File: src/rtl/led_shift_driver_pkg.sv
`default_nettype none
// ============================================================================
// led_shift_driver_pkg : state encoding and default sizes for the LED chain
// Rev 1.0
// ============================================================================
package led_shift_driver_pkg;

  localparam int DEF_WIDTH   = 16;
  localparam int DEF_CLK_DIV = 4;

  typedef enum logic [1:0] {
    IDLE  = 2'd0,
    SETUP = 2'd1,
    HIGH  = 2'd2,
    LATCH = 2'd3
  } state_t;

endpackage
`default_nettype wire

File: src/rtl/led_ser_tick.sv
`default_nettype none
// ============================================================================
// led_ser_tick : per-state cycle divider, pulses tick on the last cycle of a phase
// Rev 1.0
// ============================================================================
module led_ser_tick
  import led_shift_driver_pkg::*;
#(
  parameter int CLK_DIV = DEF_CLK_DIV
) (
  input  logic clk,
  input  logic rst_n,
  input  logic clear,
  output logic tick
);

  localparam int            DW   = $clog2(CLK_DIV) + 1;
  localparam logic [DW-1:0] TERM = DW'(CLK_DIV - 1);

  logic [DW-1:0] div_cnt;

  // Saturates at the terminal count so a phase that is held never wraps.
  always_ff @(posedge clk or negedge rst_n) begin
    if (!rst_n)
      div_cnt <= '0;
    else if (clear)
      div_cnt <= '0;
    else if (div_cnt != TERM)
      div_cnt <= div_cnt + 1'b1;
  end

  assign tick = (div_cnt == TERM);

endmodule
`default_nettype wire

File: src/rtl/led_shift_driver.sv
`default_nettype none
// ============================================================================
// led_shift_driver : shifts LED patterns MSB-first into a 595-style chain and latches
// Rev 1.0
// ============================================================================
module led_shift_driver
  import led_shift_driver_pkg::*;
#(
  parameter int WIDTH   = DEF_WIDTH,
  parameter int CLK_DIV = DEF_CLK_DIV
) (
  input  logic             clk,
  input  logic             rst_n,
  input  logic [WIDTH-1:0] led_in,
  input  logic             refresh,
  output logic             ser_data,
  output logic             ser_clk,
  output logic             ser_latch,
  output logic             busy,
  output logic             frame_done
);

  localparam int            BW      = $clog2(WIDTH);
  localparam logic [BW-1:0] TOP_BIT = BW'(WIDTH - 1);

  state_t           state, state_nx;
  logic [WIDTH-1:0] shadow, shadow_nx;
  logic [BW-1:0]    bit_cnt, bit_cnt_nx;
  logic             refresh_pend, refresh_pend_nx;
  logic             ser_data_nx, ser_clk_nx, ser_latch_nx, busy_nx, frame_done_nx;
  logic             state_chg;
  logic             tick;

  assign state_chg = (state_nx != state);

  led_ser_tick #(
    .CLK_DIV (CLK_DIV)
  ) u_tick (
    .clk   (clk),
    .rst_n (rst_n),
    .clear (state_chg),
    .tick  (tick)
  );

  always_comb begin
    state_nx        = state;
    shadow_nx       = shadow;
    bit_cnt_nx      = bit_cnt;
    refresh_pend_nx = refresh_pend | refresh;
    ser_data_nx     = ser_data;
    ser_clk_nx      = ser_clk;
    ser_latch_nx    = ser_latch;
    busy_nx         = busy;
    frame_done_nx   = 1'b0;
    case (state)
      IDLE: begin
        if ((led_in != shadow) || refresh_pend || refresh) begin
          state_nx        = SETUP;
          shadow_nx       = led_in;
          bit_cnt_nx      = TOP_BIT;
          ser_data_nx     = led_in[WIDTH-1];
          busy_nx         = 1'b1;
          refresh_pend_nx = 1'b0;
        end
      end
      SETUP: begin
        if (tick) begin
          ser_clk_nx = 1'b1;
          state_nx   = HIGH;
        end
      end
      HIGH: begin
        // Data moves only on the falling shift-clock edge, giving equal setup and hold.
        if (tick) begin
          ser_clk_nx = 1'b0;
          if (bit_cnt == '0) begin
            ser_latch_nx = 1'b1;
            state_nx     = LATCH;
          end else begin
            bit_cnt_nx  = bit_cnt - 1'b1;
            ser_data_nx = shadow[bit_cnt_nx];
            state_nx    = SETUP;
          end
        end
      end
      LATCH: begin
        if (tick) begin
          ser_latch_nx  = 1'b0;
          busy_nx       = 1'b0;
          frame_done_nx = 1'b1;
          ser_data_nx   = 1'b0;
          state_nx      = IDLE;
        end
      end
      default: state_nx = IDLE;
    endcase
  end

  // refresh_pend comes out of reset set so the chain is always initialised.
  always_ff @(posedge clk or negedge rst_n) begin
    if (!rst_n) begin
      state        <= IDLE;
      shadow       <= '0;
      bit_cnt      <= '0;
      refresh_pend <= 1'b1;
      ser_data     <= 1'b0;
      ser_clk      <= 1'b0;
      ser_latch    <= 1'b0;
      busy         <= 1'b0;
      frame_done   <= 1'b0;
    end else begin
      state        <= state_nx;
      shadow       <= shadow_nx;
      bit_cnt      <= bit_cnt_nx;
      refresh_pend <= refresh_pend_nx;
      ser_data     <= ser_data_nx;
      ser_clk      <= ser_clk_nx;
      ser_latch    <= ser_latch_nx;
      busy         <= busy_nx;
      frame_done   <= frame_done_nx;
    end
  end

endmodule
`default_nettype wire

File: config.mk
export PLATFORM = sky130hd
export DESIGN_NAME = led_shift_driver
export DESIGN_NICKNAME = d
export VERILOG_FILES = /design/src/rtl/led_shift_driver_pkg.sv /design/src/rtl/led_ser_tick.sv /design/src/rtl/led_shift_driver.sv
export SDC_FILE = /design/constraint.sdc
export NUM_CORES = 1
export LEC_CHECK = 0
export CORE_MARGIN = 1.5
export CORE_UTILIZATION = 43
export DETAILED_ROUTE_END_ITERATION = 16
export HOLD_SLACK_MARGIN = 0.12
export MAX_ROUTING_LAYER = met4
export PLACE_DENSITY = 0.65
export REMOVE_ABC_BUFFERS = 1
export SETUP_SLACK_MARGIN = 0.3
export SYNTH_ARGS = -nofsm -noshare
export SYNTH_HDL_FRONTEND = slang
export SYNTH_SLANG_ARGS = --single-unit
File: constraint.sdc
create_clock -name clk -period 2.09 [get_ports clk]
set_input_delay 0.3135 -clock clk [delete_from_list [all_inputs] [get_ports clk]]
set_output_delay 0.3135 -clock clk [all_outputs]
set_load 0.1 [all_outputs]
==> out/metrics.csv <==
stage,metric,value,unit
status,status,"finished, final reports clean",
final_layout,fraction of layout cells with a size suffix above 1,34.9,%
floorplanning,die area,4490,µm²
yosys,Syn Inst Count,149,
routing,Starting DRT DRC Count,82,
power,combinational share of power,50.7,%
critical_path,Reg2Reg Setup Slack,200,ps
hold_path,Hold Crit Class,input port to async pin,
power,total power,0.00322,W
critical_path,nature of the critical path endpoint,flip-flop,
routing,DR DRC count,0,
floorplanning,starting density of the core,44.3,%
critical_path,Worst Path Max Fanout,5,
cts,CTS Root Cell,clkbuf_8,
critical_path,Setup crit start kind,flip-flop,
critical_path,Worst R2R Path Depth,6,
yosys,Synth area leaders,"dfrtp_1, mux2_2, xnor2_1, mux4_2, ha_1",
power,Flop pwr share,33.0,%
cts,TritonCTS clock tree,yes,
critical_path,Reg-to-Reg Start,shadow[14],
routing,via-per-instance ratio,5.48,
yosys,ys async rst share,100,%
critical_path,RR Endpoint,shadow[11],
power,Leak,0.987,nW
timing,fmax,0.529,GHz
routing,post-DR wirelength/cell,15.4,µm
routing,drt pass-1 iters,4,
timing,Final period util,90.5,%
cts,"Clk pin slew, worst setup/hold paths",70,ps
floorplanning,Die H,67.0,µm
timing,pins over their slew limit,0,
grt,initial antenna violation count,0,
run,Max Cap Violations,0,
final_layout,layout net count,218,
routing,total wire length,3780,µm
power,Switching Share,36.6,%
timing,worst-margin pin slew,387,ps
yosys,sequential area share after synthesis,44.1,%
grt,first-pass GRT wire length,6130,µm
floorplanning,# IOs,24,
grt,number of global-route vias before repair,1336,
power,VDD IR max,658,µV
placed_design,global placer's final weighted congestion,0.820,
yosys,mapped cell area,1760,µm²
yosys,number of synthesized flops with an enable pin,0,
yosys,biggest area consumer among synthesized cells,dfrtp_1,
yosys,synthesized flop and latch total,31,
final_layout,diode count,0,
floorplanning,num rows,23,
timing,worst rel slew slack,74.0,%
placed_design,DP Wirelength,2600,µm
cts,clk buf depth,2,
grt,GR Util All Layers,19.5,%
routing,Antenna Nets Post-Route,0,
cts,Worst-Skew Late Latency,280,ps
cts,CTS H-tree depth,2,
power,Pint,0.00204,W
timing,Setup Viol. Count Final,0,
yosys,top-area cell type share of the netlist area,42.6,%
yosys,Synth cell types,42,
timing,clock skew,4.62,ps
timing,RSZ-0062 raised after global routing,true,
timing,final hold viol count,0,
power,PwrDens,1370,nW/µm²
power,clock power share,16.3,%
yosys,Ys Warns,0,
timing,Final Critical Period,1890,ps
yosys,ys flop type,dfrtp_1,
placed_design,I/O Buffers,23,
floorplanning,core area,3970,µm²
cts,CTS buffer count,5,
power,NetSw,0.00118,W
critical_path,crit path DAT,2060,ps
critical_path,worst setup path class,flip-flop to flip-flop,
final_layout,Synth-to-Final Area Change,34.0,%
cts,CTS sink cnt,31,
timing,Setup TNS,0,ps
floorplanning,Die Width,67.0,µm
critical_path,Critical Path RT,2260,ps
grt,global route overflow,0,
yosys,"Avg Cell Area, Syn",11.8,µm²
routing,via count,1343,
grt,largest net degree at the start of global routing,32,
## worst max path at each step
stage / start / endpoint / slack (ps) / cells after the start
final: shadow[14] / shadow[11] / 200 / 6
after global routing: shadow[8] / shadow[11] / 110 / 6
after CTS: shadow[8] / shadow[11] / 220 / 6
after detailed placement: led_in[15] / shadow[8] / -280 / 5
after global placement: led_in[15] / shadow[0] / -230 / 5
after floorplan: state[1] / shadow[0] / -4 / 3
## final cells by class
| class | count | area, µm² |
|---|---|---|
| Timing Repair Buffer | 44 | 415 |
| Inverter | 5 | 18.8 |
| Sequential cell | 31 | 777 |
| Fill cell | 328 | 1610 |
| Tap cell | 50 | 62.6 |
| Clock buffer | 8 | 100 |
| Multi-Input combinational cell | 107 | 985 |
## registers in the layout, summed over array words and instances (netlist names)
| name | cells |
|---|---|
| u_tick.div_cnt | 3 |
| bit_cnt | 4 |
| ser_clk | 1 |
| refresh_pend | 1 |
| busy | 1 |
| frame_done | 1 |
| ser_latch | 1 |
| ser_data | 1 |
| state | 2 |
| shadow | 16 |
## stage by stage
step,hold WS (ps),util [%],instances,worst slack (ps),instance area [µm²]
floorplan,17.9,-,143,-4.16,1730
global placement,503,52.5,226,-228,2080
detailed placement,512,52.5,226,-281,2080
CTS,429,58.3,244,219,2320
global route,431,59.4,245,115,2360
finish,421,59.4,245,198,2360
## metal layers
layer	GRT usage, %	wire, µm
met5	-	0
met4	9.95	132
met2	31.8	1940
met1	21.7	1510
met3	5.74	186
## timing repair
action / in CTS / in global routing
setup endpoints to repair: 18 / 20
pin swaps: 6 / 6
hold buffers: 0 / 0
setup buffers: 9 / 1
gates resized for setup: 14 / 9
gates cloned: 1 / 0
## cells in the mapped netlist, types with 2 or more instances
master,count
mux2_4,4
a31oi_1,2
mux2i_1,2
ha_1,5
o21a_1,2
nand4_1,4
mux4_2,3
xnor2_1,14
o21ai_0,6
mux2_2,14
nand2b_1,2
xor2_1,4
nand2_1,8
a21oi_1,8
o31a_1,3
nor2b_1,2
inv_1,5
nor2_1,5
clkbuf_1,4
dfrtp_1,30
## power by group through the flow
stage	sequential, W	clock [W]	combinational [W]
5_1_grt	0.00110	0.000563	0.00177
2_1_floorplan	0.00122	0	0.000878
6_report	0.00107	0.000525	0.00163
3_5_place_dp	0.00108	0	0.00141
3_3_place_gp	0.00107	0	0.00138
4_1_cts	0.00106	0.000540	0.00161
## cells by family (layout without fill, tap and decap cells)
group                    Yosys count  after routing  synth area share, %
multiplexers                      24             24                 18.8
AND/OR/NAND/NOR                   32             32                 11.4
AO/OA/AOI/OAI                     28             28                 10.3
buffers and inverters             11             57                 2.84
flip-flops                        31             31                 44.1
adder cells (fa/ha/maj)            5              5                 3.55
XOR/XNOR                          18             18                 8.96
## cells in the final DEF (no fill, tap or decap), types with 4 or more instances in the layout
master / synthesis / routed
mux4_2: 3 / 4
dlygate4sd2_1: 0 / 4
a21oi_1: 8 / 6
xnor2_1: 14 / 13
mux2_4: 4 / 5
ha_1: 5 / 4
nor2_1: 5 / 5
buf_6: 1 / 4
clkdlybuf4s50_1: 0 / 14
mux2_2: 14 / 13
dfrtp_1: 30 / 30
buf_4: 0 / 20
clkbuf_8: 0 / 7
nand2_1: 8 / 8
o21ai_0: 6 / 6
nand4_1: 4 / 4
## worst max-delay path, cell delays in order, from the launching register on
cell	delay, ps
dfrtp_1	400
xnor2_1	150
nand4_1	210
nor4_4	430
a21boi_4	150
buf_12	160
mux2_4	290
Power figures use the tool's default switching activity.
